**src/rtl/mod_counter_ctrl.sv**
```systemverilog
// Command-driven sequencer for a programmable mod-N up-counter.
// Supports free-running or wrap-limited runs and reports tc, done and err pulses.
module mod_counter_ctrl #(
  parameter int WIDTH          = 2,
  parameter int DEFAULT_MOD_M1 = 3,
  parameter int WRAP_W         = 4
) (
  input  logic              clk,
  input  logic              rst,
  input  logic              cmd_valid,
  output logic              cmd_ready,
  input  logic [1:0]        cmd_op,
  input  logic [WRAP_W-1:0] cmd_arg,
  output logic [WIDTH-1:0]  count,
  output logic              tc,
  output logic              done,
  output logic              busy,
  output logic              err
);

  typedef enum logic [1:0] {
    IDLE = 2'd0,
    RUN  = 2'd1,
    DONE = 2'd2
  } state_t;

  localparam logic [1:0] OP_START = 2'b00;
  localparam logic [1:0] OP_STOP  = 2'b01;
  localparam logic [1:0] OP_CLEAR = 2'b10;
  localparam logic [1:0] OP_SET   = 2'b11;

  state_t              state_reg, state_next;
  logic [WIDTH-1:0]    count_reg, count_next;
  logic [WIDTH-1:0]    mod_m1_reg, mod_m1_next;
  logic [WRAP_W-1:0]   wraps_reg, wraps_next;
  logic                limit_reg, limit_next;
  logic                tc_reg, tc_next;
  logic                done_reg, done_next;
  logic                err_reg, err_next;
  logic                accept;
  logic                advance;
  logic [WIDTH-1:0]    arg_mod;

  assign cmd_ready = (state_reg != DONE);
  assign accept    = cmd_valid && cmd_ready;
  assign arg_mod   = cmd_arg[WIDTH-1:0];

  always_ff @(posedge clk) begin
    if (rst) begin
      state_reg  <= IDLE;
      count_reg  <= '0;
      mod_m1_reg <= WIDTH'(DEFAULT_MOD_M1);
      wraps_reg  <= '0;
      limit_reg  <= 1'b0;
      tc_reg     <= 1'b0;
      done_reg   <= 1'b0;
      err_reg    <= 1'b0;
    end else begin
      state_reg  <= state_next;
      count_reg  <= count_next;
      mod_m1_reg <= mod_m1_next;
      wraps_reg  <= wraps_next;
      limit_reg  <= limit_next;
      tc_reg     <= tc_next;
      done_reg   <= done_next;
      err_reg    <= err_next;
    end
  end

  always_comb begin
    state_next  = state_reg;
    count_next  = count_reg;
    mod_m1_next = mod_m1_reg;
    wraps_next  = wraps_reg;
    limit_next  = limit_reg;
    tc_next     = 1'b0;
    done_next   = 1'b0;
    err_next    = 1'b0;
    advance     = 1'b0;

    case (state_reg)
      IDLE: begin
        if (accept) begin
          case (cmd_op)
            OP_START: begin
              state_next = RUN;
              count_next = '0;
              wraps_next = cmd_arg;
              limit_next = (cmd_arg != '0);
            end
            OP_CLEAR: count_next = '0;
            OP_SET: begin
              mod_m1_next = arg_mod;
              // Keep count inside the new range so the wrap compare still hits.
              if (count_reg > arg_mod) count_next = '0;
            end
            default: ;
          endcase
        end
      end

      RUN: begin
        // A rejected SET_MOD must not stall the count, so it still advances.
        advance = !accept || (cmd_op == OP_SET);
        if (accept) begin
          case (cmd_op)
            OP_START: begin
              count_next = '0;
              wraps_next = cmd_arg;
              limit_next = (cmd_arg != '0);
            end
            OP_STOP:  state_next = IDLE;
            OP_CLEAR: count_next = '0;
            default:  err_next   = 1'b1;
          endcase
        end
        if (advance) begin
          if (count_reg == mod_m1_reg) begin
            count_next = '0;
            tc_next    = 1'b1;
            if (limit_reg) begin
              wraps_next = wraps_reg - WRAP_W'(1);
              if (wraps_reg == WRAP_W'(1)) begin
                state_next = DONE;
                done_next  = 1'b1;
              end
            end
          end else begin
            count_next = count_reg + WIDTH'(1);
          end
        end
      end

      DONE: state_next = IDLE;

      default: state_next = IDLE;
    endcase
  end

  assign count = count_reg;
  assign tc    = tc_reg;
  assign done  = done_reg;
  assign err   = err_reg;
  assign busy  = (state_reg == RUN);

endmodule
```
**config.mk**
```make
export PLATFORM = sky130hd
export DESIGN_NAME = mod_counter_ctrl
export DESIGN_NICKNAME = d
export VERILOG_FILES = /design/src/rtl/mod_counter_ctrl.sv
export SDC_FILE = /design/constraint.sdc
export NUM_CORES = 1
export LEC_CHECK = 0
export BUFFER_PORTS_ARGS = -buffer_cell sky130_fd_sc_hd__buf_4
export CAP_MARGIN = 30
export CORE_UTILIZATION = 40
export DETAILED_ROUTE_END_ITERATION = 10
export PLACE_DENSITY = 0.62
export SYNTH_ARGS = -nofsm -noshare
export SYNTH_HDL_FRONTEND = slang
export SYNTH_SLANG_ARGS = --single-unit
```
**constraint.sdc**
```tcl
create_clock -name clk -period 1.6 [get_ports clk]
set_clock_uncertainty 0.1 [all_clocks]
set_input_delay 0.08 -clock clk [delete_from_list [all_inputs] [get_ports clk]]
set_output_delay 0.08 -clock clk [all_outputs]
set_load 0.01 [all_outputs]
```
==> flow_summary.ini <==
[power]
powerDensity_nw_per_um2 = 674
worst_ir_drop_vdd_mv = 0.545
leakage_uw = 0.000465

[run]
drv_cap = 0

[drt]
postRouteAntennaNets = 0
vias = 829
post_drt_via_cell_ratio = 5.49
drc = 0
drt-total-wl_mm = 2.10
initialDrtViolationCount = 21
first_pass_iters = 4
wl_per_cell_um = 13.9

[synthesis]
synth.distinct_cells = 40
ys.flop_type = dfxtp_1
synth-edff-count = 0
synth_seq_cells = 14
synth_area_um2 = 855
syn_area_per_cell_um2 = 9.00
ys_seq_area_share_pct = 32.8
ys_async_sr_fraction_pct = 0
synthCells = 95
yosysWarnings = 0
syn-num-nets = 108

[global_route]
grtUsageMet1_pct = 29.5
groute.usage.overall_pct = 19.9
grt_pass1_wl_mm = 3.08
grt_max_degree = 15
top_usage_layer = met1
grt_util_met2_pct = 27.2
overflow = 0
grt_pass1_vias = 651
use_met3_pct = 4.44
antenna_found_initial = 0

[worst_setup_path]
cp_top_family = compound AO/OA/AOI/OAI gates
end_kind = register
worst-path-buf-inv = 0
slowest_delay_ps = 360
worstSetupStartpointType = register
crit_chain = ha_1 > nor2b_1 > o2111ai_1 > a21oi_1 > a211oi_1
setup.worst_path.class = register to register
crit_slowest_cell = dfxtp_2
cp.required_ps = 1690
reg2reg_setup_slack_ps = 10
path_max_fanout = 5
arrival_ps = 1680

[placement]
place_area_um2 = 1020
dp.cells = 139
dp_slack_ps = -51.6
place_congestion = 0.834
io_buffers = 15
hpwl_mm = 1.46

[floorplanning]
dieArea_um2 = 2330
die_x_um = 48.2
start_util_pct = 43.1
core_region_area_um2 = 1980
io_pins = 16
fp.dieH_um = 48.2
std_cell_rows = 16

[sta]
finalSetupViolCount = 0
timing.final.crit_share_pct = 99.2
fmax_ghz = 0.630
rsz0062_at_grt = yes
max_slew_margin_pct = 77.9
post-route-min-period_ps = 1590
maxSlewViolCount = 0
tightest_slew_ps = 329
whs_ps = 8.68
hold_violations = 0
setup_ws_ps = 12.2

[cells_and_area]
synthToLayoutAreaGrowth_pct = 37.2
diodes = 0
drive_above_1_share_pct = 29.0
nets = 138
post_layout_nonfiller_instances = 151
largest_reg_flops = 4
postLayoutCellArea_um2 = 1170

[hold_path]
hold_path_class = primary input to register

[clock_network]
numCtsBuffers = 3
cts.path.max_buffers = 2
clkLatencyLatePin_ps = 300
clk_pin_slew_ps = 100
cts_tree = built
root_buffer = clkbuf_4
clock_sink_count = 14
cts-htree-levels = 1

[outcome]
status = completed
-- where the power goes --
part | internal, uW | switching (uW)
combinational | 70.7 | 71.2
clock | 139 | 137
sequential | 358 | 14.2
-- synthesized netlist by cell type, drive strengths merged, types with 2 or more instances --
cell     n  area share [%]
nor3b    2             1.8
nor3     3             1.8
mux2i    4             4.7
nand3    3             1.8
dfxtp   14              33
nand2b   4             2.9
nand3b   2             1.8
a31oi    2             1.5
nor2b    2             1.5
ha       4             5.9
nor2     8             3.5
nor4     2             3.2
o221ai   2             2.1
a211oi   2             1.8
a311oi   2             2.1
or3      2             1.5
a21oi    5             2.9
xor2     2             2.9
inv      8             3.5
nand2    3             1.3
clkbuf   2            0.88
nor4b    2             2.8
-- cells by family after synthesis --
kind of cell | synth area share [%]
AOI/OAI and AO/OA | 20.8
xor gates and xnor gates | 2.93
adders and majority gates | 5.86
and+or+nand+nor | 28.6
muxes | 4.69
DFF | 32.8
buffers and inverters | 4.39
-- cells in the final DEF (no fill, tap or decap), types with 3 or more instances in the layout --
cell type | netlist | final
nor3_1 | 3 | 3
nor2_1 | 8 | 8
a21oi_1 | 5 | 5
ha_1 | 4 | 4
dlygate4sd3_1 | 0 | 7
nand3_1 | 3 | 3
buf_4 | 0 | 20
dfxtp_1 | 14 | 10
nand2_1 | 3 | 3
mux2i_1 | 4 | 4
dfxtp_2 | 0 | 3
nand2b_1 | 4 | 4
clkbuf_4 | 0 | 3
inv_1 | 8 | 8
-- through the flow --
| stage | setup TNS [ps] | power (uW) | util, % |
|---|---|---|---|
| 2_1_floorplan | 0 | 452 | - |
| 3_3_place_gp | 0 | 501 | 51.6 |
| 3_5_place_dp | -56.6 | 501 | 51.6 |
| 4_1_cts | 0 | 790 | 57.5 |
| 5_1_grt | -145 | 820 | 59.2 |
| 6_report | 0 | 791 | 59.2 |
-- path summary, 6_finish.rpt --
| check | from | endpoint | cells past startpoint |
|---|---|---|---|
| worst max-delay path | count[1] | count[0] | 5 |
| worst max register to register | count[1] | count[0] | 5 |
| worst min register to register | count[1] | count[1] | 1 |
| worst min-delay path | cmd_arg[2] | wraps_reg[2] | 3 |
-- layout make-up --
cell class,count,area (um2)
multi-input combinational,71,564
clock buffer,4,36.3
tap,27,33.8
inverter,8,30.0
timing repair buffer,27,220
sequential,14,288
fill,186,810
-- metal layers --
metal | vias to the layer above | wire, um
met5 | - | 0
met4 | 0 | 38
met3 | 2 | 107
met2 | 26 | 980
met1 | 389 | 974
li1 | 412 | -
-- what timing repair did --
item / in CTS / in global routing
setup buffers: 1 / 0
endpoints found under the hold margin: 8 / 0
gates resized for setup: 2 / 6
hold buffers: 7 / 0
setup endpoints to repair: 3 / 9
pin swaps: 1 / 2
-- tightest hold or removal path, cell delays in order --
cell	delay (ps)
buf_4	80
mux2i_1	60
o221ai_1	150
Note: power is estimated with default switching activity, not from simulation.
